### src/rtl/mem_access_arbiter.sv
// mem_access_arbiter
//   Round-robin arbiter sharing one single-port scratch memory between
//   NUM_REQ requesters. One access is accepted per two cycles: an ARB cycle
//   picks the winner, the following ACCESS cycle drives the registered
//   memory strobes and the one-hot gnt pulse. Read returns are routed back
//   to the originating requester RD_LATENCY cycles after the rd_en cycle.
//
//   Optional build macro MEM_ARB_LOCK_EN: adds req_lock; a locked winner
//   keeps top priority and chip_sel stays high between its accesses.
//
// Ports:
//   clk, reset                    clock, synchronous active-high reset
//   req/req_we                    per-requester request and write select
//   req_addr/req_wdata            packed per-requester address / write data
//   req_lock (MEM_ARB_LOCK_EN)    per-requester burst lock
//   gnt                           one-hot accept pulse (ACCESS cycle)
//   rd_valid/rd_data              one-hot read-return pulse and its data
//   mem_address/mem_data_out      memory address / write data
//   mem_wr_en/mem_rd_en           memory write / read strobes
//   mem_chip_sel                  memory select
//   mem_rdata                     memory read data
module mem_access_arbiter #(
  parameter int NUM_REQ    = 2,
  parameter int ADDR_W     = 11,
  parameter int DATA_W     = 16,
  parameter int RD_LATENCY = 1
) (
  input  logic                      clk,
  input  logic                      reset,
  input  logic [NUM_REQ-1:0]        req,
  input  logic [NUM_REQ-1:0]        req_we,
  input  logic [NUM_REQ*ADDR_W-1:0] req_addr,
  input  logic [NUM_REQ*DATA_W-1:0] req_wdata,
`ifdef MEM_ARB_LOCK_EN
  input  logic [NUM_REQ-1:0]        req_lock,
`endif
  output logic [NUM_REQ-1:0]        gnt,
  output logic [NUM_REQ-1:0]        rd_valid,
  output logic [DATA_W-1:0]         rd_data,
  output logic [ADDR_W-1:0]         mem_address,
  output logic [DATA_W-1:0]         mem_data_out,
  output logic                      mem_wr_en,
  output logic                      mem_rd_en,
  output logic                      mem_chip_sel,
  input  logic [DATA_W-1:0]         mem_rdata
);

  localparam int IDW = (NUM_REQ > 1) ? $clog2(NUM_REQ) : 1;

  typedef enum logic {ARB, ACCESS} state_t;

  state_t             state_q, state_d;
  logic [IDW-1:0]     ptr_q, ptr_d;
  logic [IDW-1:0]     wid_q, wid_d;
  logic [NUM_REQ-1:0] gnt_q, gnt_d;
  logic [ADDR_W-1:0]  addr_q, addr_d;
  logic [DATA_W-1:0]  wdata_q, wdata_d;
  logic               wr_q, wr_d;
  logic               rd_q, rd_d;
  logic               cs_q, cs_d;
  logic [DATA_W-1:0]  rd_data_q;
`ifdef MEM_ARB_LOCK_EN
  logic               lock_q, lock_d;
`endif

  // Read-return pipeline: stage RD_LATENCY-1 lines up with mem_rdata.
  logic               pipe_vld_q [RD_LATENCY];
  logic [IDW-1:0]     pipe_id_q  [RD_LATENCY];

  logic               found;
  logic [IDW-1:0]     win;
  int                 idx;
  logic [IDW-1:0]     idx_b;

  function automatic logic [IDW-1:0] next_id(input logic [IDW-1:0] id);
    if (int'(id) == NUM_REQ - 1) return '0;
    return id + 1'b1;
  endfunction

  always_comb begin
    found = 1'b0;
    win   = '0;
    idx   = 0;
    idx_b = '0;
    // Search upward from the pointer, wrapping modulo NUM_REQ.
    for (int i = 0; i < NUM_REQ; i++) begin
      idx = int'(ptr_q) + i;
      if (idx >= NUM_REQ) idx = idx - NUM_REQ;
      idx_b = IDW'(idx);
      if (!found && req[idx_b]) begin
        found = 1'b1;
        win   = idx_b;
      end
    end
  end

  always_comb begin
    state_d = state_q;
    ptr_d   = ptr_q;
    wid_d   = wid_q;
    gnt_d   = '0;
    addr_d  = '0;
    wdata_d = '0;
    wr_d    = 1'b0;
    rd_d    = 1'b0;
    cs_d    = 1'b0;
`ifdef MEM_ARB_LOCK_EN
    lock_d  = lock_q;
`endif
    case (state_q)
      ARB: begin
        if (found) begin
          addr_d     = req_addr[win*ADDR_W +: ADDR_W];
          wdata_d    = req_wdata[win*DATA_W +: DATA_W];
          wr_d       = req_we[win];
          rd_d       = !req_we[win];
          cs_d       = 1'b1;
          gnt_d[win] = 1'b1;
          wid_d      = win;
          ptr_d      = next_id(win);
          state_d    = ACCESS;
`ifdef MEM_ARB_LOCK_EN
          lock_d = req_lock[win];
          if (req_lock[win]) ptr_d = win;
        end else begin
          lock_d = 1'b0;
`endif
        end
      end
      default: begin
        // ACCESS: strobes are live this cycle; req is not looked at
        // except to see whether a burst lock is still held.
        state_d = ARB;
`ifdef MEM_ARB_LOCK_EN
        if (lock_q) begin
          if (req[wid_q] && req_lock[wid_q]) cs_d = 1'b1;
          else                               ptr_d = next_id(wid_q);
        end
`endif
      end
    endcase
  end

  always_ff @(posedge clk) begin
    if (reset) begin
      state_q   <= ARB;
      ptr_q     <= '0;
      wid_q     <= '0;
      gnt_q     <= '0;
      addr_q    <= '0;
      wdata_q   <= '0;
      wr_q      <= 1'b0;
      rd_q      <= 1'b0;
      cs_q      <= 1'b0;
      rd_data_q <= '0;
`ifdef MEM_ARB_LOCK_EN
      lock_q    <= 1'b0;
`endif
      for (int i = 0; i < RD_LATENCY; i++) begin
        pipe_vld_q[i] <= 1'b0;
        pipe_id_q[i]  <= '0;
      end
    end else begin
      state_q <= state_d;
      ptr_q   <= ptr_d;
      wid_q   <= wid_d;
      gnt_q   <= gnt_d;
      addr_q  <= addr_d;
      wdata_q <= wdata_d;
      wr_q    <= wr_d;
      rd_q    <= rd_d;
      cs_q    <= cs_d;
`ifdef MEM_ARB_LOCK_EN
      lock_q  <= lock_d;
`endif
      // rd_q is only ever high in ACCESS, so it marks the read strobe cycle.
      pipe_vld_q[0] <= rd_q;
      pipe_id_q[0]  <= wid_q;
      for (int i = 1; i < RD_LATENCY; i++) begin
        pipe_vld_q[i] <= pipe_vld_q[i-1];
        pipe_id_q[i]  <= pipe_id_q[i-1];
      end
      if (pipe_vld_q[RD_LATENCY-1]) rd_data_q <= mem_rdata;
    end
  end

  always_comb begin
    rd_valid = '0;
    if (pipe_vld_q[RD_LATENCY-1]) rd_valid[pipe_id_q[RD_LATENCY-1]] = 1'b1;
  end

  // Return data comes straight from the memory in the return cycle and is
  // held afterwards.
  assign rd_data      = pipe_vld_q[RD_LATENCY-1] ? mem_rdata : rd_data_q;
  assign gnt          = gnt_q;
  assign mem_address  = addr_q;
  assign mem_data_out = wdata_q;
  assign mem_wr_en    = wr_q;
  assign mem_rd_en    = rd_q;
  assign mem_chip_sel = cs_q;

endmodule

### config.mk
export PLATFORM = sky130hd
export DESIGN_NAME = mem_access_arbiter
export DESIGN_NICKNAME = d
export VERILOG_FILES = /design/src/rtl/mem_access_arbiter.sv
export SDC_FILE = /design/constraint.sdc
export NUM_CORES = 1
export LEC_CHECK = 0
export CORE_MARGIN = 4
export CORE_UTILIZATION = 37
export CTS_CLUSTER_SIZE = 12
export DETAILED_ROUTE_END_ITERATION = 16
export PLACE_DENSITY = 0.93
export SYNTH_ARGS = -nofsm -noshare
export SYNTH_HDL_FRONTEND = slang
export SYNTH_SLANG_ARGS = --single-unit
### constraint.sdc
create_clock -name clk -period 3.35 [get_ports clk]
set_clock_uncertainty 0.05 [all_clocks]
set_input_delay 0.67 -clock clk [delete_from_list [all_inputs] [get_ports clk]]
set_output_delay 0.67 -clock clk [all_outputs]
set_load 0.02 [all_outputs]
==> out/qor.csv <==
stage;metric;value;unit
run_status;status;completed;
power_and_ir_drop;sw frac;22.3;%
clock_network;CTS tree;yes;
yosys;post-synthesis sequential area ratio;58.7;%
clock_network;TritonCTS Sinks;52;
finish;number of fill cells;331;
power_and_ir_drop;Internal;1.08;mW
setup_path;Worst EP arrival;1.90;ns
drt;WL per Instance;15.5;um
clock_network;clock tree buffer depth;2;
power_and_ir_drop;maximum VDD drop;0.275;mV
sta;Final Max Tran Viols;0;
clock_network;Reg clk slew, reported paths;0.08;ns
clock_network;CTS Buf Count;5;
clock_network;Root Buffer;clkbuf_8;
global_route;first-pass GRT wire length;7.59;mm
sta;Final TNS setup;0;ns
power_and_ir_drop;Seq pwr share;47.5;%
die;# rows;24;
power_and_ir_drop;Combinational Power Share;19.8;%
sta;worst rel slew slack;68.0;%
die;die width;77.2;um
placed_design;Setup WS pre-CTS;0.733;ns
yosys;biggest area consumer among synthesized cells;dfxtp_1;
clock_network;H-tree depth;2;
global_route;gr ovfl total;0;
setup_path;CP Class;input pin to output pin;
die;Top Ports;126;
power_and_ir_drop;Leak Pwr;1.25;nW
setup_path;CP required;2.63;ns
sta;post-route setup slack;0.728;ns
sta;unrepaired setup endpoints after global routing;no;
hold_path;HP Class;flip-flop to flip-flop;
clock_network;Post-CTS Resized;0;
placed_design;Placement Cell Area;3020;um^2
yosys;synthesized flop and latch total;52;
yosys;Cell Area, Synth;1770;um^2
finish;final net count;341;
global_route;Tot GR Track Use;16.2;%
yosys;Post-synth EDFFs;0;
global_route;vias in the first global route;1618;
finish;most frequent cells in the layout;clkdlybuf4s50_1 (125), dfxtp_1 (52), a22o_1 (28);
placed_design;port bufs;125;
power_and_ir_drop;Switch Pwr;310;uW
setup_path;CP endpoint kind;output pin;
clock_network;hold_buf cts;0;
yosys;Synth Flop Type;dfxtp_1;
flow_run;Max Cap Viol;0;
sta;final setup fails;0;
drt;WL final;4.93;mm
yosys;syn_nets;217;
sta;Worst-Margin Slew;0.479;ns
die;die area;5970;um^2
finish;layout cells sized above 1;11.3;%
die;core area;4500;um^2
global_route;largest net degree at the start of global routing;30;
finish;fin area;3150;um^2
finish;most common cell after layout, fill and taps aside;clkdlybuf4s50_1;
yosys;Synth top area share;58.7;%
yosys;syn avg cell area;12.6;um^2
drt;Vias;1480;
yosys;yosys warns;0;
clock_network;clock latency on the worst-skew pair;0.29;ns
yosys;async set-or-reset flop fraction in the synthesized netlist;0;%
drt;Iter 0 DRT Violations;27;
drt;ANT nets after route;0;
global_route;initial antenna violation count;0;
yosys;post-synthesis cell count;141;
drt;router iterations before antenna repair;4;
sta;final cycle utilization of the critical path;78.3;%
drt;via density per instance;4.65;
drt;number of remaining DRC errors;0;
sta;Final min period;2.62;ns
yosys;cells taking the most area after synthesis;dfxtp_1 (59%), a22o_1 (14%), nor2b_1 (7.1%);
power_and_ir_drop;clock power share;32.7;%
setup_path;Worst Path Max Fanout;2;
placed_design;cell count after placement;310;
finish;non-filler instance count after layout;318;
yosys;post-synth cell types;20;
die;Die Ht;77.2;um
setup_path;CP Launch Type;input pin;
finish;FF+latch area;1040;um^2
clock_network;setup repair bufs after CTS;0;
finish;footprint of the multi-input gates;644;um^2
sta;FMAX;0.381;GHz
placed_design;post-DP HPWL;3.95;mm
finish;Layout area overhead;77.6;%
placed_design;Placer Congestion;0.722;
finish;# diodes;0;
power_and_ir_drop;pwr dens;443;nW/um^2
sta;final hold violation count;0;
die;initial core utilization;39.4;%
stage by stage:
stage | utilization (%) | hold WS [ns] | power (mW)
floorplan | - | 0.393 | 0.789
CTS | 69.9 | 0.424 | 1.41
finish | 69.9 | 0.419 | 1.39
detailed placement | 67.1 | 0.411 | 0.955
global placement | 67.1 | 0.408 | 0.947
global route | 69.9 | 0.430 | 1.45
layout make-up:
class                   count  area share [%]
clock inverters             1           0.953
well taps                  52            2.07
inverters                   2           0.238
multi-input cells          77            20.5
repair buffers            127            40.2
clock buffers               7            3.06
flip-flops and latches     52            33.0
power by group through the flow:
| stage | clock, mW | sequential (mW) | combinational (mW) |
|---|---|---|---|
| 6_report | 0.456 | 0.662 | 0.276 |
| 5_1_grt | 0.491 | 0.665 | 0.293 |
| 4_1_cts | 0.470 | 0.662 | 0.280 |
| 3_5_place_dp | 0 | 0.677 | 0.278 |
| 3_3_place_gp | 0 | 0.675 | 0.273 |
| 2_1_floorplan | 0 | 0.708 | 0.0806 |
synth_stat cells, types with 2 or more instances:
| cell type | instances |
|---|---|
| o22ai_1 | 2 |
| buf_2 | 2 |
| nand2_1 | 2 |
| a22o_1 | 28 |
| mux2_4 | 6 |
| nor2_1 | 2 |
| clkbuf_1 | 2 |
| dfxtp_1 | 52 |
| mux2_2 | 10 |
| inv_2 | 2 |
| nor2b_1 | 20 |
| buf_6 | 5 |
path summary, 6_finish.rpt:
check | slack (ns) | startpoint | to | cells past startpoint
worst min register to register | 0.42 | wid_q$_SDFFE_PP0P_ | pipe_id_q[0]$_SDFF_PP0_ | 1
worst max register to register | 1.99 | mem_chip_sel$_SDFF_PP0_ | mem_address[4]$_SDFF_PP0_ | 4
worst max-delay path | 0.73 | mem_rdata[2] | rd_data[2] | 3
worst min-delay path | 0.42 | wid_q$_SDFFE_PP0P_ | pipe_id_q[0]$_SDFF_PP0_ | 1
per-layer routing:
layer	track usage (%)	up-vias	wire [um]
li1	-	740	-
met1	13.6	650	1570
met2	29.4	86	2510
met3	12.2	4	815
met4	4.80	0	38
met5	0	-	0
flip-flops by register name, summed over array words and instances (netlist names):
| name | cells |
|---|---|
| pipe_vld_q | 1 |
| mem_chip_sel | 1 |
| gnt | 2 |
| mem_rd_en | 1 |
| rd_data_q | 16 |
| mem_wr_en | 1 |
| ptr_q | 1 |
| mem_address | 11 |
| mem_data_out | 16 |
| pipe_id_q | 1 |
| wid_q | 1 |
cell families (layout without fill, tap and decap cells):
kind of cell	after synthesis	in the layout	synth area share (%)
mux	16	16	11.4
buf+inv	12	137	5.01
simple gates	30	30	10.1
compound gates	31	31	14.8
flops	52	52	58.7
worst max-delay path, cell delays in order:
cell and delay [ns]:
clkdlybuf4s50_1 0.40, mux2_2 0.28, clkdlybuf4s50_1 0.55
No activity file was read; power rests on OpenSTA's default activity.
